[src/rtl/dmem_pkg.sv]
// Shared types and constants for the data-memory arbiter.
// DMEM_ARB_LOCK_EN (optional) enables the exclusive-ownership lock inputs.
package dmem_pkg;

   localparam int DMEM_DEPTH  = 256;
   localparam int DMEM_ADDR_W = 32;
   localparam int DMEM_DATA_W = 32;

   typedef enum logic {
      IDLE   = 1'b0,
      ACTIVE = 1'b1
   } arb_state_e;

   typedef struct packed {
      logic                   we;
      logic [DMEM_ADDR_W-1:0] addr;
      logic [DMEM_DATA_W-1:0] wdata;
   } dmem_req_t;

endpackage

[src/rtl/dmem_arbiter_if.sv]
// Requester-side bus of the data-memory arbiter, one instance per port.
// DMEM_ARB_LOCK_EN adds the lock input used for read-modify-write sequences.
interface dmem_arbiter_if #(
   parameter int ADDR_W = 32,
   parameter int DATA_W = 32
);
   logic              req;
   logic              we;
   logic [ADDR_W-1:0] addr;
   logic [DATA_W-1:0] wdata;
`ifdef DMEM_ARB_LOCK_EN
   logic              lock;
`endif
   logic              gnt;
   logic              rvalid;
   logic [DATA_W-1:0] rdata;
   logic              err;

`ifdef DMEM_ARB_LOCK_EN
   modport master (output req, we, addr, wdata, lock, input gnt, rvalid, rdata, err);
   modport slave  (input req, we, addr, wdata, lock, output gnt, rvalid, rdata, err);
`else
   modport master (output req, we, addr, wdata, input gnt, rvalid, rdata, err);
   modport slave  (input req, we, addr, wdata, output gnt, rvalid, rdata, err);
`endif
endinterface

[src/rtl/dmem_arbiter_rr_arb2.sv]
// Two-way round-robin grant generator; pointer favours the port that lost last.
// With DMEM_ARB_LOCK_EN a locked owner keeps the grant until it unlocks or drops req.
module rr_arb2 (
   input  logic       clk,
   input  logic       rst,
   input  logic [1:0] req_i,
`ifdef DMEM_ARB_LOCK_EN
   input  logic [1:0] lock_i,
`endif
   output logic [1:0] gnt_o
);

   logic ptr_q, ptr_d;
   logic winner;
`ifdef DMEM_ARB_LOCK_EN
   logic own_vld_q, own_vld_d;
   logic own_q, own_d;
`endif

   always_comb begin
      gnt_o = 2'b00;
      ptr_d = ptr_q;
`ifdef DMEM_ARB_LOCK_EN
      own_vld_d = 1'b0;
      own_d     = own_q;
`endif
      if (req_i == 2'b11) gnt_o[ptr_q] = 1'b1;
      else                gnt_o = req_i;
`ifdef DMEM_ARB_LOCK_EN
      // An owner that drops req releases the lock in the same cycle.
      if (own_vld_q && req_i[own_q]) begin
         gnt_o        = 2'b00;
         gnt_o[own_q] = 1'b1;
      end
`endif
      if (!rst) gnt_o = 2'b00;
      winner = gnt_o[1];
      if (gnt_o != 2'b00) begin
`ifdef DMEM_ARB_LOCK_EN
         own_vld_d = lock_i[winner];
         own_d     = winner;
         if (!lock_i[winner]) ptr_d = ~winner;
`else
         ptr_d = ~winner;
`endif
      end
   end

   always_ff @(posedge clk or negedge rst) begin
      if (!rst) begin
         ptr_q     <= 1'b0;
`ifdef DMEM_ARB_LOCK_EN
         own_vld_q <= 1'b0;
         own_q     <= 1'b0;
`endif
      end else begin
         ptr_q     <= ptr_d;
`ifdef DMEM_ARB_LOCK_EN
         own_vld_q <= own_vld_d;
         own_q     <= own_d;
`endif
      end
   end

endmodule

[src/rtl/dmem_arbiter.sv]
// Two-port arbiter in front of a single-port 256x32 data memory; 1-cycle responses.
// DMEM_ARB_LOCK_EN enables per-port lock for exclusive read-modify-write ownership.
module dmem_arbiter
   import dmem_pkg::*;
#(
   parameter int ADDR_W = DMEM_ADDR_W,
   parameter int DATA_W = DMEM_DATA_W,
   parameter int DEPTH  = DMEM_DEPTH
) (
   input  logic              clk,
   input  logic              rst,
   dmem_arbiter_if.slave     m0,
   dmem_arbiter_if.slave     m1,
   output logic [ADDR_W-1:0] mem_addr,
   output logic [DATA_W-1:0] mem_wdata,
   output logic              mem_write,
   output logic              mem_read,
   input  logic [DATA_W-1:0] mem_rdata
);

   logic [1:0]        req;
   logic [1:0]        gnt;
   logic              any_gnt;
   logic              in_range;
   dmem_req_t         sel;
   arb_state_e        state_q, state_d;
   logic [1:0]        rvalid_q, rvalid_d;
   logic [1:0]        err_q, err_d;
   logic [DATA_W-1:0] rdata_q [2];
   logic [DATA_W-1:0] rdata_d [2];

   assign req = {m1.req, m0.req};

   rr_arb2 u_arb (
      .clk    (clk),
      .rst    (rst),
      .req_i  (req),
`ifdef DMEM_ARB_LOCK_EN
      .lock_i ({m1.lock, m0.lock}),
`endif
      .gnt_o  (gnt)
   );

   assign any_gnt = |gnt;

   always_comb begin
      if (gnt[1]) sel = '{we: m1.we, addr: m1.addr, wdata: m1.wdata};
      else        sel = '{we: m0.we, addr: m0.addr, wdata: m0.wdata};
   end

   assign in_range  = sel.addr < ADDR_W'(DEPTH);
   assign mem_addr  = any_gnt ? sel.addr  : '0;
   assign mem_wdata = any_gnt ? sel.wdata : '0;
   assign mem_write = any_gnt &  sel.we & in_range;
   assign mem_read  = any_gnt & ~sel.we & in_range;

   // Out-of-range reads still respond, with zero data and an error pulse.
   always_comb begin
      for (int i = 0; i < 2; i++) begin
         rvalid_d[i] = gnt[i] & ~sel.we;
         err_d[i]    = gnt[i] & ~in_range;
         rdata_d[i]  = rdata_q[i];
         if (rvalid_d[i]) rdata_d[i] = in_range ? mem_rdata : '0;
      end
   end

   always_comb begin
      state_d = state_q;
      case (state_q)
         IDLE:    if (any_gnt) state_d = ACTIVE;
         ACTIVE:  if (req == 2'b00) state_d = IDLE;
         default: state_d = IDLE;
      endcase
   end

   always_ff @(posedge clk or negedge rst) begin
      if (!rst) begin
         state_q    <= IDLE;
         rvalid_q   <= '0;
         err_q      <= '0;
         rdata_q[0] <= '0;
         rdata_q[1] <= '0;
      end else begin
         state_q    <= state_d;
         rvalid_q   <= rvalid_d;
         err_q      <= err_d;
         rdata_q[0] <= rdata_d[0];
         rdata_q[1] <= rdata_d[1];
      end
   end

   assign m0.gnt    = gnt[0];
   assign m1.gnt    = gnt[1];
   assign m0.rvalid = rvalid_q[0];
   assign m1.rvalid = rvalid_q[1];
   assign m0.err    = err_q[0];
   assign m1.err    = err_q[1];
   assign m0.rdata  = rdata_q[0];
   assign m1.rdata  = rdata_q[1];

endmodule
[src/flat_wrapper.sv]
// flat-port wrapper written by rule: the top's interface ports become plain ports
module dmem_arbiter_flat import dmem_pkg::*;
#(
   parameter int ADDR_W = DMEM_ADDR_W,
   parameter int DATA_W = DMEM_DATA_W,
   parameter int DEPTH  = DMEM_DEPTH
)
  (clk, rst, mem_addr, mem_wdata, mem_write, mem_read, mem_rdata, m0_req, m0_we, m0_addr, m0_wdata, m0_gnt, m0_rvalid, m0_rdata, m0_err, m1_req, m1_we, m1_addr, m1_wdata, m1_gnt, m1_rvalid, m1_rdata, m1_err);
  dmem_arbiter_if #(.ADDR_W(ADDR_W), .DATA_W(DATA_W)) m0_i ();
  dmem_arbiter_if #(.ADDR_W(ADDR_W), .DATA_W(DATA_W)) m1_i ();
  input  logic clk;
  input  logic rst;
  output logic [ADDR_W-1:0] mem_addr;
  output logic [DATA_W-1:0] mem_wdata;
  output logic mem_write;
  output logic mem_read;
  input  logic [DATA_W-1:0] mem_rdata;
  input wire logic [$bits(m0_i.req)-1:0] m0_req;
  input wire logic [$bits(m0_i.we)-1:0] m0_we;
  input wire logic [$bits(m0_i.addr)-1:0] m0_addr;
  input wire logic [$bits(m0_i.wdata)-1:0] m0_wdata;
  output wire logic [$bits(m0_i.gnt)-1:0] m0_gnt;
  output wire logic [$bits(m0_i.rvalid)-1:0] m0_rvalid;
  output wire logic [$bits(m0_i.rdata)-1:0] m0_rdata;
  output wire logic [$bits(m0_i.err)-1:0] m0_err;
  input wire logic [$bits(m1_i.req)-1:0] m1_req;
  input wire logic [$bits(m1_i.we)-1:0] m1_we;
  input wire logic [$bits(m1_i.addr)-1:0] m1_addr;
  input wire logic [$bits(m1_i.wdata)-1:0] m1_wdata;
  output wire logic [$bits(m1_i.gnt)-1:0] m1_gnt;
  output wire logic [$bits(m1_i.rvalid)-1:0] m1_rvalid;
  output wire logic [$bits(m1_i.rdata)-1:0] m1_rdata;
  output wire logic [$bits(m1_i.err)-1:0] m1_err;
  assign m0_i.req = m0_req;
  assign m0_i.we = m0_we;
  assign m0_i.addr = m0_addr;
  assign m0_i.wdata = m0_wdata;
  assign m0_gnt = m0_i.gnt;
  assign m0_rvalid = m0_i.rvalid;
  assign m0_rdata = m0_i.rdata;
  assign m0_err = m0_i.err;
  assign m1_i.req = m1_req;
  assign m1_i.we = m1_we;
  assign m1_i.addr = m1_addr;
  assign m1_i.wdata = m1_wdata;
  assign m1_gnt = m1_i.gnt;
  assign m1_rvalid = m1_i.rvalid;
  assign m1_rdata = m1_i.rdata;
  assign m1_err = m1_i.err;
  dmem_arbiter #(.ADDR_W(ADDR_W), .DATA_W(DATA_W), .DEPTH(DEPTH)) u_core (.clk(clk), .rst(rst), .m0(m0_i), .m1(m1_i), .mem_addr(mem_addr), .mem_wdata(mem_wdata), .mem_write(mem_write), .mem_read(mem_read), .mem_rdata(mem_rdata));
endmodule
[config.mk]
export PLATFORM = sky130hd
export DESIGN_NAME = dmem_arbiter_flat
export DESIGN_NICKNAME = d
export VERILOG_FILES = /design/src/rtl/dmem_pkg.sv /design/src/rtl/dmem_arbiter_if.sv /design/src/rtl/dmem_arbiter_rr_arb2.sv /design/src/rtl/dmem_arbiter.sv /design/src/flat_wrapper.sv
export SDC_FILE = /design/constraint.sdc
export NUM_CORES = 1
export LEC_CHECK = 0
export ABC_AREA = 1
export CAP_MARGIN = 20
export CORE_AREA = 5 5 115 117
export DETAILED_ROUTE_END_ITERATION = 8
export DIE_AREA = 0 0 120 122
export PLACE_DENSITY = 0.8
export SYNTH_ARGS = -nofsm -noshare
export SYNTH_HDL_FRONTEND = slang
export SYNTH_SLANG_ARGS = --single-unit
export TNS_END_PERCENT = 30
[constraint.sdc]
create_clock -name clk -period 2.81 [get_ports clk]
set_clock_uncertainty 0.1 [all_clocks]
set_input_delay 0.281 -clock clk [delete_from_list [all_inputs] [get_ports clk]]
set_output_delay 0.281 -clock clk [all_outputs]
set_load 0.005 [all_outputs]
==> results of run 1 <==
[placed cells by master (no fill, tap or decap)]
cell type | netlist | layout
nor2_2 | 1 | 1
nand4_1 | 64 | 64
nand3b_1 | 14 | 14
nand2_1 | 273 | 273
nor2_1 | 33 | 30
clkinv_2 | 1 | 2
nor3_2 | 0 | 1
nand3_1 | 2 | 2
inv_2 | 2 | 2
inv_6 | 0 | 1
buf_6 | 7 | 3
buf_12 | 0 | 3
buf_2 | 17 | 1
buf_4 | 4 | 29
dlygate4sd2_1 | 0 | 14
buf_8 | 0 | 1
a21oi_2 | 0 | 1
o21ai_1 | 3 | 3
nor3_1 | 2 | 1
dfrtp_1 | 69 | 69
a21oi_1 | 49 | 48
nor2_4 | 1 | 4
nand2_8 | 0 | 1
clkdlybuf4s50_1 | 0 | 281
clkinvlp_4 | 0 | 2
inv_1 | 25 | 25
dlymetal6s2s_1 | 0 | 5
a21oi_4 | 0 | 1
clkinv_4 | 0 | 3
nand2_4 | 2 | 2
clkbuf_16 | 0 | 9
[how the worst min path moves through the flow]
| stage | slack [ns] | startpoint | end |
|---|---|---|---|
| 2_1_floorplan | -0.11 | rst | u_core.err_q[0] |
| 4_1_cts | 0.12 | rst | u_core.u_arb.ptr_q |
| 3_5_place_dp | 0.36 | u_core.m1.rdata[30] | u_core.m1.rdata[30] |
| 6_report | 0.07 | rst | u_core.u_arb.ptr_q |
| 5_1_grt | 0.16 | rst | u_core.u_arb.ptr_q |
| 3_3_place_gp | 0.36 | u_core.m0.rdata[7] | u_core.m0.rdata[7] |
[layout make-up]
| cell class | count | area share, % |
|---|---|---|
| timing repair buffer | 337 | 43.4 |
| multi-input combinational | 446 | 26.6 |
| clock buffer | 9 | 2.94 |
| sequential | 69 | 22.5 |
| inverter | 28 | 1.44 |
| clock inverter | 7 | 0.669 |
| tap | 150 | 2.45 |
[worst max-delay path, delay by kind of cell]
family / cells / cell delay, ns
AOI/OAI and AO/OA: 2 / 0.24
buffers and inverters: 6 / 1.66
and+or+nand+nor: 2 / 0.15
[sequential cells by signal, summed over array words and instances (netlist names)]
signal	count
u_core.rvalid_q	2
u_core.u_arb.ptr_q	1
u_core.err_q	2
u_core.m1.rdata	32
u_core.m0.rdata	32
[layer usage]
layer	up-vias	routed length, um
met2	277	9350
met5	-	0
met3	37	1900
li1	2522	-
met1	2355	6530
met4	0	779
[cell families after synthesis]
logic type	share of synthesized area [%]
AOI/OAI and AO/OA	6.39
buffers and inverters	9.12
DFF	42.4
and+or+nand+nor	42.1
[through the flow]
step | hold slack (ns) | setup TNS (ns) | util, % | std cells | total power, W
final | 0.0700 | 0 | 62.6 | 1046 | 0.00282
after detailed placement | 0.365 | -2.99 | 59.7 | 1027 | 0.00178
after CTS | 0.116 | 0 | 62.2 | 1045 | 0.00282
after floorplan | -0.115 | 0 | - | 588 | 0.00125
after global routing | 0.163 | -0.0577 | 62.6 | 1046 | 0.00293
after global placement | 0.361 | -0.825 | 59.7 | 1027 | 0.00178
[repair_timing]
action,CTS,global route
endpoints found under the setup margin,27,34
setup buffers,0,1
hold buffers,0,0
pin swaps,1,0
cloned,2,0
resized for setup,18,9
[synthesized netlist by cell type]
cell type / instances
o21ai_1: 3
nor2_2: 1
clkinv_2: 1
buf_2: 17
buf_6: 7
clkbuf_1: 10
inv_2: 2
nand3b_1: 14
buf_4: 4
a21oi_1: 49
inv_1: 25
nand4_1: 64
nor2_4: 1
nand2_4: 2
dfrtp_1: 69
nor2_1: 33
buf_1: 9
nand2_1: 273
nand3_1: 2
nor3_1: 2
[power groups by stage]
stage | combinational (W) | clock (W) | sequential, W
3_5_place_dp | 0.000759 | 0 | 0.00102
4_1_cts | 0.000767 | 0.00106 | 0.00100
6_report | 0.000768 | 0.00104 | 0.00100
5_1_grt | 0.000825 | 0.00111 | 0.00100
2_1_floorplan | 0.000226 | 0 | 0.00102
3_3_place_gp | 0.000758 | 0 | 0.00102
==> flow_summary.yaml, run 1 <==
timing:
  drv_slew: 0
  hold_viol: 0
  fin_crit_ns: 2.75
  relSlewSlack_pct: 38.2
  worst_pin_slew_ns: 0.926
  fmax_ghz: 0.364
  fin_crit_sh_pct: 97.8
  setup_viol: 0
  rsz0062_at_grt: "true"
  worst_slack_ns: 0.0616
pwr:
  netSwitchingFraction_pct: 27.8
  power.switching_w: 0.000784
  p_clk_share_pct: 37.1
  p_int_w: 0.00203
  p_leak_nw: 3.75
  seqPwrFrac_pct: 35.6
  p_comb_share_pct: 27.3
  powerDensity_mw_per_mm2: 367
  peakVddDrop_v: 0.000250
finish:
  fin_nets: 1057
  num-fill-cells: 1081
  multi_input_area_mm2: 0.00204
  diodes: 0
  area_growth_pct: 88.4
  register_area_mm2: 0.00173
  drive_above_1_share_pct: 7.48
  fin_area_mm2: 0.00767
clock_network:
  cts_buffers: 9
  path_clk_slew_ns: 0.06
  root_buffer: "clkbuf_16"
  cts_tree: "done"
  clock-sinks: 69
  clk_latency_ns: 0.33
  htree_num_levels: 3
  clk_path_buf_depth: 2
global_route:
  grt_pass1_vias: 4968
  use_met1_pct: 27.2
  grt.total_usage_pct: 24.2
  grt_overflow: 0
  grt.busiest_layer: "met2"
  grt_use_met2_pct: 41.9
  grt_pass1_wl_mm: 27.3
  met3_usage_pct: 7.61
  grt_max_degree: 70
  antenna_found_initial: 0
critical_path:
  end_kind: "primary output"
  crit_type: "primary input to primary output"
  crit_chain: "clkdlybuf4s50_1 > nand2_1 > buf_4 > a21oi_4 > buf_12 > nor2_4 > buf_12 > buf_4 > a21oi_1 > clkdlybuf4s50_1"
  r2r-end: "u_core.m0.rdata[9]"
  crit_required_ns: 2.43
  arrival_ns: 2.37
  cp-endpoint: "mem_wdata[9]"
  crit_path_start_kind: "primary input"
  rr_startpoint: "u_core.u_arb.ptr_q"
  cpPeakStageDelay_ns: 0.53
  cp_max_fo: 39
  r2r_setup_slack_ns: 0.23
  slowest_stage: "clkdlybuf4s50_1"
  rr_worst_depth: 10
  crit_start: "m1_req"
detailed_routing:
  firstDrtPassIters: 7
  wl_per_cell_um: 17.7
  routed_via_density: 4.96
  ant_nets: 0
  first_iter_violations: 480
  drc_errors: 0
  via_count: 5191
  finalWirelength_mm: 18.6
placed_design:
  post-dp-hpwl_mm: 14.2
  io_buffers: 301
  place_ws_ns: -0.151
  gp_congestion: 0.921
  placed_cell_area_mm2: 0.00732
floorplanning:
  ios: 302
  die_width_um: 120
  num_rows: 41
  core-area_mm2: 0.0123
  fp.dieArea_mm2: 0.0146
  die_h_um: 122
  initial_core_util_pct: 33.2
synth:
  synth_top_cell_by_area: "dfrtp_1"
  synthCells: 588
  synth_cell_type_count: 20
  synth.yosys.seq_area_share_pct: 42.4
  synth_area_leaders: "dfrtp_1 42%, nand2_1 25%, nand4_1 9.8%"
  yosysTopAreaCellShare_pct: 42.4
  syn_area_mm2: 0.00407
  yosysWarnings: 0
  syn_area_per_cell_um2: 6.93
  syn_nets: 754
  synth-seq-cells: 69
outcome:
  status: "finished clean"
worst_hold_path:
  hold_class: "primary input to asynchronous set/reset pin"
flow_run:
  maxCapViolCount: 0
No activity file was read; power rests on OpenSTA's default activity.
==> run 2: changes to the inputs <==
--- a/config.mk
+++ b/config.mk
@@ -5,12 +5,11 @@
 export SDC_FILE = /design/constraint.sdc
 export NUM_CORES = 1
 export LEC_CHECK = 0
-export ABC_AREA = 1
 export CAP_MARGIN = 20
-export CORE_AREA = 5 5 115 117
+export CORE_AREA = 3 3 115 117
 export DETAILED_ROUTE_END_ITERATION = 8
-export DIE_AREA = 0 0 120 122
-export PLACE_DENSITY = 0.8
+export DIE_AREA = 0 0 118 120
+export PLACE_DENSITY = 0.74
 export SYNTH_ARGS = -nofsm -noshare
 export SYNTH_HDL_FRONTEND = slang
 export SYNTH_SLANG_ARGS = --single-unit
==> flow_summary.yaml, run 2 <==
floorplanning:
  num_rows: 41
  core-area_mm2: 0.0125
  initial_core_util_pct: 29.5
  die_h_um: 120
  die_width_um: 118
  ios: 302
  fp.dieArea_mm2: 0.0142
critical_path:
  cp_top_family: "simple AND/OR/NAND/NOR gates"
  rr_worst_depth: 7
  rr_startpoint: "u_core.u_arb.ptr_q"
  crit_top_cell: "clkdlybuf4s50_1"
  crit_type: "primary input to primary output"
  crit_required_ns: 2.43
  r2r_setup_slack_ns: 0.61
  cp_max_fo: 3
  cpPeakStageDelay_ns: 0.52
  arrival_ns: 2.34
  end_kind: "primary output"
  cp.buffers_inverters: 2
  crit_chain: "clkdlybuf4s50_1 > nor4_2 > nand4_1 > nor3_2 > or2_2 > and3b_1 > clkdlybuf4s50_1"
  r2r-end: "u_core.m1.rdata[18]"
  slowest_stage: "clkdlybuf4s50_1"
  crit_path_start_kind: "primary input"
worst_hold_path:
  min_to: "u_core.u_arb.ptr_q"
  hp-start: "rst"
  hold_depth: 2
  hold_class: "primary input to flop"
clock_network:
  path_clk_slew_ns: 0.06
  cts_tree: "done"
  cts_buffers: 9
  postCtsSetupBuffers: 0
  htree_num_levels: 3
  root_buffer: "clkbuf_16"
  clk_latency_ns: 0.32
  clock-sinks: 69
  clk_path_buf_depth: 2
synth:
  syn_area_mm2: 0.00368
  yosysWarnings: 0
  syn_nets: 632
  async_flop_share_pct: 100
  yosys_most_used_dff: "dfrtp_1"
  synth_edf_count: 0
  synth-seq-cells: 69
  synth.yosys.seq_area_share_pct: 46.9
  synth.most_common_cell: "nand2_1"
  synthCells: 466
  yosysTopAreaCellShare_pct: 46.9
  syn_area_per_cell_um2: 7.90
  synth_cell_type_count: 29
  synth_area_leaders: "dfrtp_1 47%, nand2_1 20%, a21oi_1 8.8%"
  synth_commonest_cells: "195 x nand2_1, 69 x dfrtp_1, 65 x a21oi_1"
  synth_top_cell_by_area: "dfrtp_1"
flow_run:
  maxCapViolCount: 0
placed_design:
  gp_congestion: 1.04
  placed_cell_area_mm2: 0.00687
  io_buffers: 301
  dp.cells: 918
  post-dp-hpwl_mm: 13.0
detailed_routing:
  routed_via_density: 4.93
  first_iter_violations: 262
  wl_per_cell_um: 17.7
  via_count: 4608
  drc_errors: 0
  firstDrtPassIters: 4
  ant_nets: 0
  finalWirelength_mm: 16.6
pwr:
  p_leak_nw: 2.99
  power_w: 0.00293
  powerDensity_mw_per_mm2: 404
  peakVddDrop_v: 0.000369
finish:
  fin_nets: 924
  fin_cells: 934
  most-common-layout-cells: "299 x clkdlybuf4s50_1, 195 x nand2_1, 69 x dfrtp_1, 64 x a21oi_1, 32 x a22o_1"
  fin_area_mm2: 0.00726
  area_growth_pct: 97.2
  diodes: 0
  drive_above_1_share_pct: 6.69
  final_common_cell: "clkdlybuf4s50_1"
timing:
  worst_pin_slew_ns: 0.827
  setup_viol: 0
  hold_viol: 0
  drv_slew: 0
  fmax_ghz: 0.367
  fin_crit_ns: 2.72
  relSlewSlack_pct: 44.9
  fin_crit_sh_pct: 96.9
  holdWs_ns: 0.174
  rsz0062_at_grt: "true"
global_route:
  grt_pass1_wl_mm: 24.8
  grt_pass1_vias: 4677
  grt_max_degree: 68
  grt.total_usage_pct: 22.1
  antenna_found_initial: 0
  grt_overflow: 0
outcome:
  status: "finished clean"
run 2: cell types whose count changed after synthesis, moves of 19 or more:
| cell | change |
|---|---|
| o21ai_0 | +19 |
| nor2_1 | -32 |
| a22o_1 | +32 |
| inv_1 | -24 |
| nand4_1 | -62 |
| nand2_1 | -78 |
run 2: logic make-up (layout without fill, tap and decap cells):
logic type,count (synthesis),in the layout,synth area share (%)
muxes,1,1,0.272
AOI/OAI and AO/OA,133,133,21.9
and+or+nand+nor,220,220,24.9
buffers and inverters,43,339,6.05
DFF,69,69,46.9
run 2: worst max path at each step:
| stage | startpoint | endpoint | depth (start not counted) |
|---|---|---|---|
| 2_1_floorplan | u_core.u_arb.ptr_q | mem_write | 5 |
| 3_3_place_gp | m0_addr[18] | mem_write | 7 |
| 3_5_place_dp | m0_addr[18] | mem_write | 7 |
| 4_1_cts | m0_addr[18] | mem_write | 7 |
| 5_1_grt | m1_addr[9] | mem_write | 7 |
| 6_report | m0_addr[18] | mem_read | 7 |
run 2: final cells by class:
type	instances	area (um^2)
multi-input cells	354	1790
well taps	172	215
inverters	5	18.8
clock inverters	6	111
fillers	1109	5210
repair buffers	319	3180
clock buffers	9	225
flip-flops and latches	69	1730
run 2: stage by stage:
stage / utilization (%) / setup slack (ns) / TNS [ns]
floorplan: - / 1.15 / 0
global placement: 55.1 / -0.0620 / -0.0815
detailed placement: 55.1 / 0.00191 / 0
CTS: 57.9 / 0.00383 / 0
global route: 58.2 / -0.0430 / -0.0430
finish: 58.2 / 0.0885 / 0
run 2: timing repair:
item,4_1_cts,5_1_grt
hold endpoints to repair,2,0
resized for setup,0,7
hold buffers,1,0
setup endpoints to repair,0,3
run 2: worst register-to-register path, delay by kind of cell (launching register included):
family          cells  cell delay (ns)
compound gates      2             0.33
buf+inv             3             0.91
flops               1             0.44
simple gates        2             0.34
run 2: routing by layer:
metal	GRT usage [%]	share of wire, %	routed length, um	vias to the layer above
met4	10.6	3.9	643	0
met3	8.29	9.3	1540	38
met1	24.0	37	6170	2159
li1	-	-	-	2157
met5	0	0	0	-
met2	38.1	50	8210	254
run 2: power by group:
| part | switching [W] | internal (W) |
|---|---|---|
| Combinational | 0.000269 | 0.000375 |
| Sequential | 0.00000533 | 0.00100 |
| Clock | 0.000418 | 0.000863 |
==> run 3: changes to the inputs <==
--- a/config.mk
+++ b/config.mk
@@ -5,8 +5,10 @@
 export SDC_FILE = /design/constraint.sdc
 export NUM_CORES = 1
 export LEC_CHECK = 0
+export ABC_CLOCK_PERIOD_IN_PS = 2810
 export CAP_MARGIN = 20
 export CORE_AREA = 3 3 115 117
+export CTS_BUF_LIST = sky130_fd_sc_hd__clkbuf_4
 export DETAILED_ROUTE_END_ITERATION = 8
 export DIE_AREA = 0 0 118 120
 export PLACE_DENSITY = 0.74
==> flow_summary.yaml, run 3 (synthesis gave the netlist of run 2 again) <==
outcome:
  status: "finished clean"
critical_path:
  cp.buffers_inverters: 2
  cpPeakStageDelay_ns: 0.52
  cp_top_family: "simple AND/OR/NAND/NOR gates"
  crit_type: "primary input to primary output"
  rr_startpoint: "u_core.u_arb.ptr_q"
  cp_max_fo: 3
  crit_required_ns: 2.43
  crit_start: "m0_addr[18]"
  crit_cells: 7
  cp-endpoint: "mem_read"
  arrival_ns: 2.38
  end_kind: "primary output"
  slowest_stage: "clkdlybuf4s50_1"
  r2r_setup_slack_ns: 0.70
  r2r-end: "u_core.m1.rdata[18]"
  crit_chain: "clkdlybuf4s50_1 > nor4_2 > nand4_1 > nor3_2 > or2_2 > and3b_1 > clkdlybuf4s50_1"
  crit_path_start_kind: "primary input"
  rr_worst_depth: 8
  crit_top_cell: "clkdlybuf4s50_1"
clock_network:
  cts_tree: "done"
  clk_latency_ns: 0.41
  clk_path_buf_depth: 2
  path_clk_slew_ns: 0.12
  cts_buffers: 9
  root_buffer: "clkbuf_4"
  clock-sinks: 69
  htree_num_levels: 3
detailed_routing:
  drc_errors: 0
  first_iter_violations: 356
  firstDrtPassIters: 4
  wl_per_cell_um: 17.9
  finalWirelength_mm: 16.8
  via_count: 4632
  routed_via_density: 4.92
  ant_nets: 0
timing:
  fin_crit_sh_pct: 98.4
  fin_crit_ns: 2.76
  setup-tns-final_ns: 0
  drv_slew: 0
  relSlewSlack_pct: 44.3
  worst_slack_ns: 0.0453
  fmax_ghz: 0.362
  hold_viol: 0
  setup_viol: 0
  holdWs_ns: 0.0711
  worst_pin_slew_ns: 0.835
global_route:
  grt.total_usage_pct: 21.9
  grt_pass1_wl_mm: 24.6
  antenna_found_initial: 0
  grt_overflow: 0
  grt_max_degree: 68
  grt_pass1_vias: 4633
pwr:
  p_comb_share_pct: 26.9
  p_int_w: 0.00184
  seqPwrFrac_pct: 40.2
  netSwitchingFraction_pct: 26.2
  peakVddDrop_v: 0.000231
  power.switching_w: 0.000654
  powerDensity_mw_per_mm2: 347
  p_leak_nw: 2.99
  p_clk_share_pct: 32.9
placed_design:
  gp_congestion: 1.04
  place_ws_ns: 0.00191
  placed_cell_area_mm2: 0.00687
  post-dp-hpwl_mm: 13.0
  io_buffers: 301
floorplanning:
  die_width_um: 118
  fp.dieArea_mm2: 0.0142
  initial_core_util_pct: 29.5
  core-area_mm2: 0.0125
  ios: 302
  num_rows: 41
  die_h_um: 120
finish:
  fin_nets: 931
  final_common_cell: "clkdlybuf4s50_1"
  area_growth_pct: 95.4
  most-common-layout-cells: "298 x clkdlybuf4s50_1, 195 x nand2_1, 68 x dfrtp_1, 64 x a21oi_1, 32 x a22o_1"
  multi_input_area_mm2: 0.00179
  diodes: 0
  drive_above_1_share_pct: 7.67
  register_area_mm2: 0.00173
  num-fill-cells: 1123
  fin_area_mm2: 0.00719
worst_hold_path:
  hold_class: "primary input to asynchronous set/reset pin"
flow_run:
  maxCapViolCount: 0
-- run 3: how the worst min path moves through the flow --
stage               start             endpoint  slack (ns)  cells past startpoint
floorplan             rst      u_core.err_q[0]       -0.11                      0
global placement      rst   u_core.m1.rdata[1]        0.02                      1
detailed placement    rst   u_core.m1.rdata[1]        0.02                      1
CTS                   rst   u_core.u_arb.ptr_q        0.04                      2
global route          rst   u_core.u_arb.ptr_q        0.05                      2
finish                rst  u_core.m1.rdata[17]        0.07                      2
-- run 3: per-stage QoR --
stage               power [W]  std cells  utilization, %
detailed placement    0.00166        918            55.1
global route          0.00261        941            57.7
global placement      0.00165        918            55.1
finish                0.00249        941            57.7
CTS                   0.00249        934            56.7
floorplan             0.00120        466               -
-- run 3: power groups by stage --
stage                     Combinational (W)  Sequential, W  Clock [W]
after floorplan                    0.000173        0.00102          0
after global placement             0.000629        0.00102          0
final                              0.000670        0.00100   0.000820
after global routing               0.000716        0.00100   0.000885
after CTS                          0.000644        0.00100   0.000839
after detailed placement           0.000637        0.00102          0
-- run 3: layout make-up --
| cell class | count | area share, % |
|---|---|---|
| clock buffer | 9 | 0.940 |
| multi-input combinational | 354 | 24.8 |
| tap | 172 | 2.99 |
| timing repair buffer | 326 | 45.4 |
| clock inverter | 6 | 1.55 |
| sequential | 69 | 24.0 |
| inverter | 5 | 0.261 |
-- run 3: layer usage --
| metal | global-route usage (%) | share of wire (%) | vias up |
|---|---|---|---|
| li1 | - | - | 2173 |
| met1 | 23.8 | 37 | 2152 |
| met2 | 37.8 | 49 | 270 |
| met3 | 8.39 | 9.7 | 37 |
| met4 | 9.89 | 3.6 | 0 |
| met5 | 0 | 0 | - |
-- run 3: what timing repair did --
| item | 4_1_cts | 5_1_grt |
|---|---|---|
| hold buffers | 1 | 0 |
| gates resized for setup | 2 | 11 |
| pin swaps | 0 | 4 |
| buffers inserted | 0 | 6 |
| hold endpoints to repair | 2 | 0 |
| cloned | 0 | 1 |
| setup endpoints to repair | 1 | 12 |
